--- config.mk ---
export PLATFORM = sky130hd
export DESIGN_NAME = area_class_ctrl
export DESIGN_NICKNAME = d
export VERILOG_FILES = /design/src/rtl/area_class_ctrl.sv
export SDC_FILE = /design/constraint.sdc
export NUM_CORES = 1
export LEC_CHECK = 0
export ABC_AREA = 1
export BUFFER_PORTS_ARGS = -buffer_cell sky130_fd_sc_hd__buf_2
export CORE_AREA = 2 2 124 138
export DETAILED_ROUTE_END_ITERATION = 8
export DIE_AREA = 0 0 126 140
export PLACE_DENSITY = 0.89
export SLEW_MARGIN = 0
export SYNTH_ARGS = -nofsm -noshare
export SYNTH_HDL_FRONTEND = slang
export SYNTH_SLANG_ARGS = --single-unit
export TNS_END_PERCENT = 1
--- constraint.sdc ---
create_clock -name pixelclk -period 7.7 [get_ports pixelclk]
set_input_delay 0.385 -clock pixelclk [delete_from_list [all_inputs] [get_ports pixelclk]]
set_output_delay 0.385 -clock pixelclk [all_outputs]
set_load 0.02 [all_outputs]
--- src/rtl/area_class_ctrl.sv ---
// Round-robin per-frame area measurement over NUM_CLASSES colour masks, followed by a
// largest-area decision. Define AREA_CLASS_CTRL_CONTINUOUS_EN to repeat decisions after each ack.
module area_class_ctrl #(
  parameter int NUM_CLASSES  = 4,
  parameter int SEL_W        = 2,
  parameter int AREA_W       = 24,
  parameter int MIN_AREA     = 1000,
  parameter bit ACTIVE_LEVEL = 1'b0
) (
  input  logic              pixelclk,
  input  logic              rst,
  input  logic              start,
  input  logic              i_vs,
  input  logic              i_hs,
  input  logic              i_de,
  input  logic              i_binary,
  output logic [SEL_W-1:0]  mask_sel,
  output logic              busy,
  output logic              area_valid,
  output logic [AREA_W-1:0] area_out,
  output logic [SEL_W-1:0]  area_idx,
  output logic              result_valid,
  output logic [SEL_W-1:0]  result_class,
  output logic [AREA_W-1:0] result_area,
  output logic              no_object,
  input  logic              result_ack
);

  typedef enum logic [2:0] {IDLE, SYNC, MEAS, DECIDE, RESULT} state_t;

  localparam int CMP_W = (AREA_W > 31) ? AREA_W + 1 : 32;

  state_t              state;
  state_t              state_nxt;
  logic                vs_d;
  logic                hs_d;
  logic                unused_hs;
  logic                vs_fall;
  logic                pixel_hit;
  logic                last_class;
  logic                last_scan;
  logic [AREA_W-1:0]   count;
  logic [AREA_W-1:0]   bank [NUM_CLASSES];
  logic [SEL_W-1:0]    scan_idx;
  logic [AREA_W-1:0]   max_area;
  logic [SEL_W-1:0]    max_idx;
  logic [AREA_W-1:0]   cand;
  logic                cand_gt;
  logic [AREA_W-1:0]   win_area;
  logic [SEL_W-1:0]    win_idx;
  logic                win_noobj;

  // hs is kept only for timing alignment with vs; de alone qualifies pixels
  assign unused_hs  = hs_d;
  assign vs_fall    = vs_d & ~i_vs;
  assign pixel_hit  = i_de && (i_binary == ACTIVE_LEVEL);
  assign last_class = (mask_sel == SEL_W'(NUM_CLASSES - 1));
  assign last_scan  = (scan_idx == SEL_W'(NUM_CLASSES - 1));

  // Strictly-greater replacement keeps the lowest index on ties
  assign cand      = bank[scan_idx];
  assign cand_gt   = (cand > max_area);
  assign win_area  = cand_gt ? cand : max_area;
  assign win_idx   = cand_gt ? scan_idx : max_idx;
  assign win_noobj = ({{(CMP_W - AREA_W){1'b0}}, win_area} < CMP_W'(MIN_AREA));

  always_ff @(posedge pixelclk or posedge rst) begin
    if (rst) begin
      state <= IDLE;
    end else begin
      state <= state_nxt;
    end
  end

  always_comb begin
    state_nxt = state;
    case (state)
      IDLE:    if (start) state_nxt = SYNC;
      SYNC:    if (vs_fall) state_nxt = MEAS;
      MEAS:    if (vs_fall && last_class) state_nxt = DECIDE;
      DECIDE:  if (last_scan) state_nxt = RESULT;
      RESULT: begin
        if (result_ack) begin
`ifdef AREA_CLASS_CTRL_CONTINUOUS_EN
          state_nxt = SYNC;
`else
          state_nxt = IDLE;
`endif
        end
      end
      default: state_nxt = IDLE;
    endcase
  end

  always_comb begin
    busy         = (state != IDLE);
    result_valid = (state == RESULT);
  end

  always_ff @(posedge pixelclk or posedge rst) begin
    if (rst) begin
      vs_d         <= 1'b0;
      hs_d         <= 1'b0;
      mask_sel     <= '0;
      count        <= '0;
      area_valid   <= 1'b0;
      area_out     <= '0;
      area_idx     <= '0;
      scan_idx     <= '0;
      max_area     <= '0;
      max_idx      <= '0;
      result_class <= '0;
      result_area  <= '0;
      no_object    <= 1'b0;
      for (int i = 0; i < NUM_CLASSES; i++) begin
        bank[i] <= '0;
      end
    end else begin
      vs_d       <= i_vs;
      hs_d       <= i_hs;
      area_valid <= 1'b0;
      case (state)
        IDLE: begin
          if (start) mask_sel <= '0;
        end
        SYNC: begin
          if (vs_fall) count <= '0;
        end
        MEAS: begin
          if (vs_fall) begin
            bank[mask_sel] <= count;
            count          <= '0;
            area_valid     <= 1'b1;
            area_out       <= count;
            area_idx       <= mask_sel;
            if (last_class) begin
              scan_idx <= '0;
              max_area <= '0;
              max_idx  <= '0;
            end else begin
              mask_sel <= mask_sel + 1'b1;
            end
          end else if (pixel_hit && (count != '1)) begin
            count <= count + 1'b1;
          end
        end
        DECIDE: begin
          max_area <= win_area;
          max_idx  <= win_idx;
          scan_idx <= scan_idx + 1'b1;
          if (last_scan) begin
            result_class <= win_noobj ? '0 : win_idx;
            result_area  <= win_area;
            no_object    <= win_noobj;
          end
        end
        RESULT: begin
          if (result_ack) mask_sel <= '0;
        end
        default: ;
      endcase
    end
  end

endmodule

==> results of run 1 <==
[cell type report]
type / count / area (um^2)
tap: 204 / 255
inverter: 100 / 383
multi-input combinational: 805 / 3920
clock buffer: 33 / 653
timing repair buffer: 75 / 405
fill: 1293 / 5280
sequential: 208 / 5200
clock inverter: 7 / 87.6
[layer usage]
layer	up-vias	routed length, um
li1	3957	-
met1	3961	9970
met2	315	10900
met3	44	1560
met4	0	552
met5	-	0
[flip-flops by register name, summed over array words and instances (netlist names)]
name / cells
state: 3
count: 24
vs_d: 1
max_idx: 2
area_valid: 1
result_area: 24
scan_idx: 2
area_out: 24
mask_sel: 2
bank: 96
no_object: 1
result_class: 2
area_idx: 2
max_area: 24
[critical path: stages, from the launching register on]
cell and delay [ns]:
dfrtp_1 0.36, buf_4 0.28, inv_2 0.69, o21ai_0 0.20
o22ai_1 0.32, ha_1 0.32, a21oi_1 0.13, o21ai_0 0.09
a21oi_1 0.32, nand3_4 0.33, nand2_2 0.65, o21ai_0 0.27
nor2_1 0.17, nand2_1 0.11, nand3_1 0.12, nand2_1 0.06
nand2_1 0.05
[cell usage after synthesis, types with 3 or more instances]
cell type / n
nor3_1: 9
nand4_1: 3
o22ai_1: 48
inv_1: 95
clkbuf_1: 46
nand3b_1: 9
inv_2: 3
nand2_1: 302
nand3_1: 37
buf_2: 9
o21ai_0: 213
nor2_1: 98
a21oi_1: 29
o21ai_1: 7
ha_1: 30
dfrtp_1: 208
[kinds of logic after synthesis]
kind of cell | count (synthesis)
buf+inv | 159
compound gates | 305
flops | 208
fa+ha+maj | 30
simple gates | 470
[through the flow]
| step | hold slack [ns] | utilization, % |
|---|---|---|
| 2_1_floorplan | 0.416 | - |
| 3_3_place_gp | 0.460 | 62.8 |
| 3_5_place_dp | 0.461 | 62.8 |
| 4_1_cts | 0.154 | 67.4 |
| 5_1_grt | 0.199 | 67.4 |
| 6_report | 0.00342 | 67.4 |
[path summary, 6_finish.rpt]
path | startpoint | end
max in group asynchronous | rst | bank[12]$_DFFE_PP0P_
worst min-delay path | rst | result_area[17]$_DFFE_PP0P_
worst max register to register | scan_idx[0]$_DFFE_PP0P_ | result_class[0]$_DFFE_PP0P_
worst max-delay path | scan_idx[0]$_DFFE_PP0P_ | result_class[0]$_DFFE_PP0P_
min in group pixelclk | result_ack | state[2]$_DFFE_PP0P_
worst min register to register | result_class[0]$_DFFE_PP0P_ | result_class[0]$_DFFE_PP0P_
[power groups by stage]
stage | Clock (mW) | Sequential (mW) | Combinational (mW)
floorplan | 0 | 1.73 | 1.60
global placement | 0 | 1.57 | 2.18
detailed placement | 0 | 1.58 | 2.27
CTS | 1.09 | 1.58 | 2.30
global route | 1.14 | 1.61 | 2.61
finish | 1.08 | 1.58 | 2.32
==> results.txt, run 1 <==
* Core Box Area: 16200 um^2
- Most common cell after layout, fill and taps aside: nand2_1
- Highest-count cells in the layout ignoring fill and taps: 302 x nand2_1, 213 x o21ai_0, 208 x dfrtp_1
* Initial DRC Count: 855
- Buffers inserted during clock tree synthesis total 22.
- PD cells: 456 nW/um^2
- Cells taking the most area after synthesis: dfrtp_1 53%, nand2_1 12%, o21ai_0 11%
* DIE WIDTH: 126 um
- Synthesis produced a netlist with a net count of 1210.
- Headroom to the max-slew limit: 23.9%
- Across the VDD grid, the largest voltage drop is 0.000229 V.
* Mapped Cells: 1172
- Mux share of post-synthesis cell area: 0%
- Synth Flop Type: dfrtp_1
- Standby leakage power: 5.33 nW
- After synthesis, the netlist uses 34 different library cells.
- Internal power: 2.81 mW
- Highest attainable clock frequency: 219 MHz
* Yosys top cell by area: dfrtp_1
- The count of buffers added on input and output ports is 64.
- Critical setup path kind: reg2reg
- Post-route setup slack: 3.14 ns
* Main combinational cell family by area after synthesis: simple AND/OR/NAND/NOR gates
- Fin Setup TNS: 0 ns
* Capturing element type of the critical path: flop
* Largest net degree at the start of global routing: 140
- Layout Cells excl Fill: 1432
- Max-capacitance violation count: 0
- Min Tclk post-route: 4.56 ns
- Global routing used 41.9% of the available met2 tracks.
- Cells with a size suffix above 1 make up 9.85% of the layout.
* Floorplan row count: 49
* Post-detailed-route count of antenna-violating nets: 0
* Sequential group share of total power: 31.7%
- The synthesized design contains 208 register bits.
* CTS tree: yes
- The first global-routing pass estimated 38700 um of wire.
- Wirelength, routed: 23000 um
- Count of endpoints failing hold in the final timing report: 0
- In this run the most used layer during global routing was met2.
* Compound-Gate Fraction of Synth Area: 16.5%
- The first TritonRoute pass finished after 5 iterations.
* Antenna Cells: 0
* Htree depth: 1
* Proportion of netlist area held by the largest area contributor: 53.4%
* Yosys warns: 0
- The analysis attributes to net switching a power of 2.16 mW.
- Drt wl/cell: 16.0 um
- Post-synth EDFFs: 0
* Antenna violations before repair: 0
- Adder and majority gate portion of the synthesized area: 3.85%
- The flow ran to the end, and the final reports show no timing, DRC or antenna violations.
- Clock-pin slew reported for the worst setup and hold paths after clock tree synthesis: 0.06 ns
- Global routing consumed, on the met3 layer, 4.05% of the routing resources.
* Resized Gates After CTS: 0
* CP Max Fanout: 51
- Setup repair after global routing missed its margin: no
- The number of hold buffers added after CTS was 1.
- Before CTS, the worst setup slack after placement is 3.31 ns.
* Cell area after synthesis: 9750 um^2
* Estimated wirelength of the detail-placed design: 13800 um
- Post-Synth XOR/XNOR Area: 0%
- After layout, the worst path uses 59.2% of the clock period.
- Die Ht: 140 um
- Counting tap cells, the placed design contains a total of 1391 instances.
- The congestion estimate from routability-driven global placement came to 0.861.
- Dividing the synthesized area by the synthesized cell count gives 8.32 um^2.
* Post-DR vias/cell: 5.78
- Initial Utilization: 60.3%
- CTS placed an instance of clkbuf_16 at the clock tree root.
* Critical path launch point type: flop
* Switching power as a share of total power: 43.5%
- With fillers left out, the area of the finished cells amounts to 10900 um^2.
- Of the total power, the clock network draws 21.7%.
- For the pin with the worst max-slew slack, the measured transition is 1.13 ns.
- After synthesis, flip-flops and latches occupy 53.4% of the total area.
- In the routed design, unresolved DRC markers number 0.
- Number of I/O pins: 66
- Global Route Usage Sum: 26.3%
- Grt total ovfl: 0
* Met1 global-route usage: 37.4%
- The share of total power dissipated in combinational logic is 46.6%.
- The number of max-slew violations in the final report was 0.
- Vias post-DR: 8277
- Basic-gate share of the synthesized area counting and, or, nand and nor cells: 19.8%
* Floorplan die area: 17600 um^2
* Worst endpoint data arrival time: 5.00 ns
- Later-pin clock latency in the skew report: 0.51 ns
- The clock drives 208 sinks.
* Fraction of synthesis flops using an asynchronous set or reset pin: 100%
* Post-Route Skew: 0.0112 ns
- Power comes to 4.97 mW.
- The via count of the first global-routing pass came to 8018.
- Setup violators final: 0
- Counting cells, the worst reg-to-reg path comes to 16.
* Count of nets after finishing: 1250
* Synth-to-layout area growth: 11.8%
- Data on the critical path is required at its endpoint by 8.14 ns.
- The clock passes through at most 3 buffers.
- For flop-to-flop paths, the worst setup slack is 3.14 ns.
- Placed standard-cell area: 10200 um^2
* Post-CTS Repair Setup Buffers: 0
* Hold Path Class: in2async
Note: power is estimated with default switching activity, not from simulation.
==> run 2, diff against run 1 <==
clock period = 4.8 ns   (was 7.7 ns; I/O delays follow)
==> results.txt, run 2 (synthesized netlist as in run 1, its figures left out) <==
- Status: complete, no violations
- CTS built an H-tree with a depth of 1.
- Fin Setup TNS: 0 ns
* Register with the most flip-flops: bank
- The clock reaches the later pin of the worst-skew pair after 0.50 ns.
* Antenna Cells: 0
- Highest-count cells in the layout ignoring fill and taps: 302 x nand2_1, 213 x o21ai_0, 208 x dfrtp_1
- Leaving out fill and tap cells, the most frequent cell in the layout is nand2_1.
- Flip-flop count of the largest register, all copies and words added: 96
- Die Ht: 140 um
* Number of cells after detailed placement: 1400
- Initial Utilization: 60.3%
* Highest attainable clock frequency: 276 MHz
- Number of buffers added by the clock tree synthesis step: 21
- Setup violations remaining at the end of the flow were counted as 0.
- Setup repair after global routing missed its margin: no
- Worst path slowest cell: dfrtp_1
* CP Max Fanout: 35
* GRT busiest layer: met2
- Fraction of final layout cells with drive strength greater than 1: 10.1%
* Met3 capacity usage during global routing: 3.78%
- CTS tree: yes
* Met1 global-route usage: 36.8%
- Hold Path Class: in2reg
- Number of search-and-repair iterations in the first detailed-routing pass: 6
* Initial DRC Count: 929
- In the routed design, unresolved DRC markers number 0.
- Entering global routing, the biggest net connects 112 pins.
- Wire length of the first global-routing pass: 39000 um
- The analysis attributes to cell leakage a power of 5.34 nW.
- Worst endpoint data arrival time: 4.01 ns
* DIE WIDTH: 126 um
- Hold repair after CTS inserted 2 buffers.
- Relative to the synthesized area, the layout overhead comes to 11.9%.
- The core region is 16200 um^2.
* Root cell of the clock tree: clkbuf_16
* Count of endpoints failing hold in the final timing report: 0
- Dividing total power by cell area gives a power density of 727 nW/um^2.
* Met2 usage: 43.5%
* Buffer levels on the longest clock path: 3
* Grt total ovfl: 0
* Post-detailed-route count of antenna-violating nets: 0
- Max-capacitance violation count: 0
* Critical setup path kind: reg2reg
- The initial antenna violation count came to 0.
- On the worst path, the slowest cell contributes a delay of 0.34 ns.
* Wirelength, routed: 23100 um
* Count of nets after finishing: 1259
* Number of I/O pins: 66
* Estimated wirelength of the detail-placed design: 14500 um
- In this design, the critical path's most frequently occurring cell is nand2_1.
- After floorplanning, the core was divided into 49 placement rows.
- Min Tclk post-route: 3.62 ns
- Tcrit/Tclk final: 75.5%
- Capturing element type of the critical path: flop
- Layout Cells excl Fill: 1435
* Worst path required time: 5.19 ns
- Summing over every cut layer, the via total after detailed routing is 8339.
* Clock-pin slew reported for the worst setup and hold paths after clock tree synthesis: 0.06 ns
- Count of input and output buffers: 64
- Critical path launch point type: flop
- The clock drives 208 sinks.
- The via count of the first global-routing pass came to 8079.
- Slew Viols, Final: 0
- Global Route Usage Sum: 26.5%
* Post-CTS Repair Setup Buffers: 0
- Resized Gates After CTS: 0
- Dividing the detail-routed via count by the number of cells gives 5.81.
* Routability Congestion: 0.859
- Cell chain of the critical path: buf_4 -> inv_2 -> buf_4 -> o21ai_0 -> o22ai_1 -> ha_1 -> nand2_1 -> nor2_1 -> nand2_1 -> nor2_4 -> nand2_2 -> nand3_4 -> nand2_2 -> buf_12 -> o21ai_0 -> nor2_1 -> nand2_1 -> nand3_1 -> nand2_1 -> nand2_1
- Largest vdd supply drop: 0.000369 V
* Floorplan die area: 17600 um^2
- Actual transition at the worst max-transition pin: 1.04 ns
- After detailed routing, the average wire length per cell comes to 16.1 um.
* Headroom to the max-slew limit: 30.8%
- On the final layout, the worst clock skew is 0.00899 ns.
## run 2: cell types whose count changed in the layout (fill, tap and decap cells not counted)
| cell | delta |
|---|---|
| buf_12 | +2 |
| buf_4 | +7 |
| clkbuf_1 | -1 |
| clkbuf_16 | -2 |
| clkbuf_8 | -2 |
| clkinv_2 | -1 |
| dlygate4sd3_1 | +1 |
| inv_8 | -1 |
## run 2: path summary, 6_finish.rpt
path / startpoint / endpoint / slack [ns] / depth (start not counted)
max: scan_idx[0]$_DFFE_PP0P_ / result_class[0]$_DFFE_PP0P_ / 1.18 / 20
min: result_ack / state[2]$_DFFE_PP0P_ / 0.07 / 4
max reg2reg: scan_idx[0]$_DFFE_PP0P_ / result_class[0]$_DFFE_PP0P_ / 1.18 / 20
min reg2reg: result_area[10]$_DFFE_PP0P_ / result_area[10]$_DFFE_PP0P_ / 0.48 / 2
max in group asynchronous: rst / area_out[5]$_DFFE_PP0P_ / 3.11 / 4
min in group asynchronous: rst / max_area[19]$_DFFE_PP0P_ / 0.46 / 3
## run 2: layer usage
| layer | vias to the layer above | wire length (um) |
|---|---|---|
| met5 | - | 0 |
| met4 | 0 | 542 |
| met3 | 64 | 1550 |
| met2 | 354 | 11300 |
| met1 | 3965 | 9750 |
| li1 | 3956 | - |
## run 2: stage by stage
stage | setup WS [ns] | power (mW) | cell area (um^2) | util, % | hold slack (ns)
after floorplan | 1.86 | 5.34 | 9760 | - | 0.271
after global placement | 1.44 | 6.13 | 10200 | 63.3 | 0.369
after detailed placement | 1.30 | 6.29 | 10200 | 63.3 | 0.370
after CTS | 1.24 | 7.92 | 10900 | 67.4 | 0.0603
after global routing | 0.868 | 8.60 | 10900 | 67.4 | 0.105
final | 1.18 | 7.94 | 10900 | 67.4 | 0.0705
## run 2: where the power goes
part           internal, mW  switching [mW]
Sequential             2.26           0.274
Combinational          1.28            2.53
Clock                 0.936           0.653
## run 2: layout make-up
cell class / count / area, um^2
Clock buffer: 28 / 572
Clock inverter: 5 / 75.1
Fill cell: 1293 / 5270
Inverter: 100 / 379
Multi-Input combinational cell: 805 / 3920
Sequential cell: 208 / 5200
Tap cell: 204 / 255
Timing Repair Buffer: 85 / 508
## run 2: critical path: cells and delay by family, from the launching register on
kind	cells	cell delay [ns]
DFF	1	0.34
and+or+nand+nor	12	1.28
buffers and inverters	4	0.81
adders and majority gates	1	0.33
AOI/OAI and AO/OA	3	0.71
==> run 3, diff against run 2 <==
ABC_AREA = 0   (was 1)
CORE_AREA = 2 2 127 141   (was 2 2 124 138)
DIE_AREA = 0 0 129 143   (was 0 0 126 140)
clock period = 3.4 ns   (was 4.8 ns; I/O delays follow)
==> results.txt, run 3 <==
- Number of cells after detailed placement: 1214
* Largest net degree at the start of global routing: 179
* Antenna Cells: 0
- For the worst flop-to-flop path, the logic depth is 11.
* Routability Congestion: 0.891
- The commonest cells after synthesis are 208 x dfrtp_1, 139 x nand2_1, 93 x mux2_2, 55 x inv_1, 54 x nor2_1.
* Layout Cells excl Fill: 1259
- Once the floorplan was initialized, standard cells occupied 59.9% of the core.
- The top cell types in the final layout, fill and taps aside, are 207 x dfrtp_1, 138 x nand2_1, 93 x mux2_2.
- In the final timing run, aggregate negative setup slack is -0.0476 ns.
* Grt total ovfl: 0
- Yosys mapped the design onto 53 distinct sky130hd cell types.
- Cells taking the most area after synthesis: dfrtp_1 51%, mux2_2 10%, nand2_1 5.1%
* Sequential-to-total area share from yosys stat: 51.3%
- After synthesis the cells add up to 10200 um^2.
- Number of search-and-repair iterations in the first detailed-routing pass: 5
- Fraction of final layout cells with drive strength greater than 1: 27.3%
* Hold Path Class: in2reg
* Initial DRC Count: 775
- In this run, CTS created clock tree buffers numbering 22.
- Leaving out fill and tap cells, the most frequent cell in the layout is dfrtp_1.
* Net count of the mapped netlist: 971
* Critical path launch point type: flop
* Buffer levels on the longest clock path: 3
- Subtracting the final worst setup slack from the clock period gives 3.45 ns.
- The wire-length estimate of the detail-placed layout is 15400 um.
* Actual transition at the worst max-transition pin: 1.00 ns
- The floorplan step set the die height to 143 um.
- Flop-to-flop setup slack: -0.05 ns
* Worst path required time: 3.81 ns
* Flip-flop count of the largest register, all copies and words added: 96
- Pin placement for this block handled 66 I/O pins.
* Antenna violations before repair: 0
- Critical setup path kind: reg2reg
* Setup violators final: 2
- Yosys instantiated no cell more often than dfrtp_1.
* Post-route setup slack: -0.0470 ns
* Fraction of synthesis flops using an asynchronous set or reset pin: 100%
- Count of input and output buffers: 64
- The final-report hold violation count is 0.
* Later-pin clock latency in the skew report: 0.51 ns
* Yosys top cell by area: dfrtp_1
- Standby leakage power: 6.12 nW
- Across all hold checks on the routed design, the worst slack comes to 0.153 ns.
* Post-detailed-route count of antenna-violating nets: 0
- The endpoint identified for the worst register-to-register timing path is max_area[13]$_DFFE_PP0P_.
- Counting flops per register, the top entry is bank.
- The die is 129 um wide.
* CTS tree: yes
* Floorplan die area: 18400 um^2
- Core Box Area: 17000 um^2
* Mapped Cells: 933
* Headroom to the max-slew limit: 33.1%
- In this run the critical register-to-register path is launched from scan_idx[0]$_DFFE_PP0P_.
- During synthesis, Yosys emitted a total of 0 warnings.
- Via count of the first global-routing pass: 7715
* Highest attainable clock frequency: 290 MHz
- In the final design database the tool counted 1050 nets.
* Max-capacitance violation count: 0
- Slew Viols, Final: 0
* Worst endpoint data arrival time: 3.86 ns
- Post-DR vias/cell: 6.04
* Synth-to-layout area growth: 16.9%
- Mean cell area of the mapped netlist: 10.9 um^2
* Clock-pin slew reported for the worst setup and hold paths after clock tree synthesis: 0.06 ns
- The most critical setup path has its startpoint at scan_idx[0]$_DFFE_PP0P_.
- Post-synthesis sequential element count: 208
- Htree depth: 1
- The most critical setup path has its endpoint at max_area[13]$_DFFE_PP0P_.
* PD cells: 576 nW/um^2
- The floorplan has 50 rows.
* Largest vdd supply drop: 0.000393 V
* Wirelength, routed: 24300 um
* Wire length of the first global-routing pass: 39100 um
- Summed over its instances, the top area cell type makes up 51.3% of the synthesized netlist area.
- Tcrit/Tclk final: 101%
* Remaining DRCs: 0
* Drt wl/cell: 19.3 um
- Across all layers, the routed design uses 7602 vias.
- Failing checks: setup timing
- In this run the clock root is driven by a clkbuf_16.
* Setup repair after global routing missed its margin: yes
- Status: finished with violations
- Post-synth EDFFs: 0
* Global Route Usage Sum: 26.9%
- For this design, the sink count on the clock tree is 208.
- Post-Route Skew: 0.0117 ns
- Capturing element type of the critical path: flop
- CP Max Fanout: 17
- Synth Flop Type: dfrtp_1
## run 3: changes by cell type after synthesis, sizes merged, moves of 10 or more
cell and delta:
nand2 -165, a31oi +25, o21ai -174, mux4 +24, a21oi -17, xor2 +15, nor2 -47, mux2 +93
o22ai -48, inv -42, mux2i +27, and3 +10
## run 3: cells by family after synthesis
group / share of synthesized area, %
AND/OR/NAND/NOR: 13.2
multiplexers: 18.5
adder cells (fa/ha/maj): 3.70
buffers and inverters: 4.72
XOR/XNOR: 1.64
AO/OA/AOI/OAI: 6.96
flip-flops: 51.3
## run 3: worst min path at each step
stage | startpoint | to | slack, ns | cells past startpoint
after floorplan | i_vs | vs_d$_DFF_PP0_ | 0.20 | 0
after global placement | rst | result_area[20]$_DFFE_PP0P_ | 0.31 | 3
after detailed placement | rst | result_area[20]$_DFFE_PP0P_ | 0.32 | 3
after CTS | start | mask_sel[0]$_DFFE_PP0P_ | 0.14 | 5
after global routing | start | mask_sel[0]$_DFFE_PP0P_ | 0.16 | 5
final | start | mask_sel[0]$_DFFE_PP0P_ | 0.15 | 5
## run 3: area by class of cell
type	count	area (um^2)
multi-input combinational	605	4600
clock buffer	32	639
fill	1125	5090
inverter	56	214
sequential	208	5210
timing repair buffer	119	865
tap	234	293
clock inverter	5	52.6
## run 3: repair_timing
item | 4_1_cts | 5_1_grt
buffers inserted | 0 | 4
hold buffers | 3 | 0
setup endpoints to repair | 51 | 51
gates resized for setup | 5 | 18
gates cloned | 0 | 1
endpoints found under the hold margin | 32 | 0
pin swaps | 0 | 4
## run 3: routing by layer
metal	wire length (um)	vias to the layer above	global-route usage, %
met5	0	-	0
met4	903	0	11.7
met3	1390	77	3.93
met2	12200	326	45.5
met1	9860	3774	34.6
li1	-	3425	-
## run 3: critical path, cell delays in order (launching register included)
cell and delay, ns:
dfrtp_2 0.41, buf_12 0.14, buf_6 0.13, mux4_2 0.58, ha_1 0.33, nand4_1 0.22
or3_1 0.41, o221a_2 0.32, nand3_1 0.15, nand3_2 0.19, buf_12 0.23, mux2i_1 0.23
## run 3: where the power goes
| group | internal, mW | leakage [nW] | switching [mW] | total (mW) |
|---|---|---|---|---|
| Sequential | 2.72 | 2.65 | 0.206 | 2.92 |
| Combinational | 0.651 | 3.13 | 0.939 | 1.59 |
| Clock | 1.37 | 0.338 | 0.947 | 2.32 |
| Total | 4.74 | 6.12 | 2.09 | 6.83 |
## run 3: metrics by stage
step	util [%]	setup WS, ns	area (um^2)	power [mW]
after CTS	69.1	-0.0602	11700	6.83
after floorplan	-	-0.299	10200	3.93
after global routing	70.0	-0.137	11900	7.16
final	70.0	-0.0470	11900	6.83
after detailed placement	64.7	-0.293	11000	4.49
after global placement	64.7	-0.144	11000	4.42
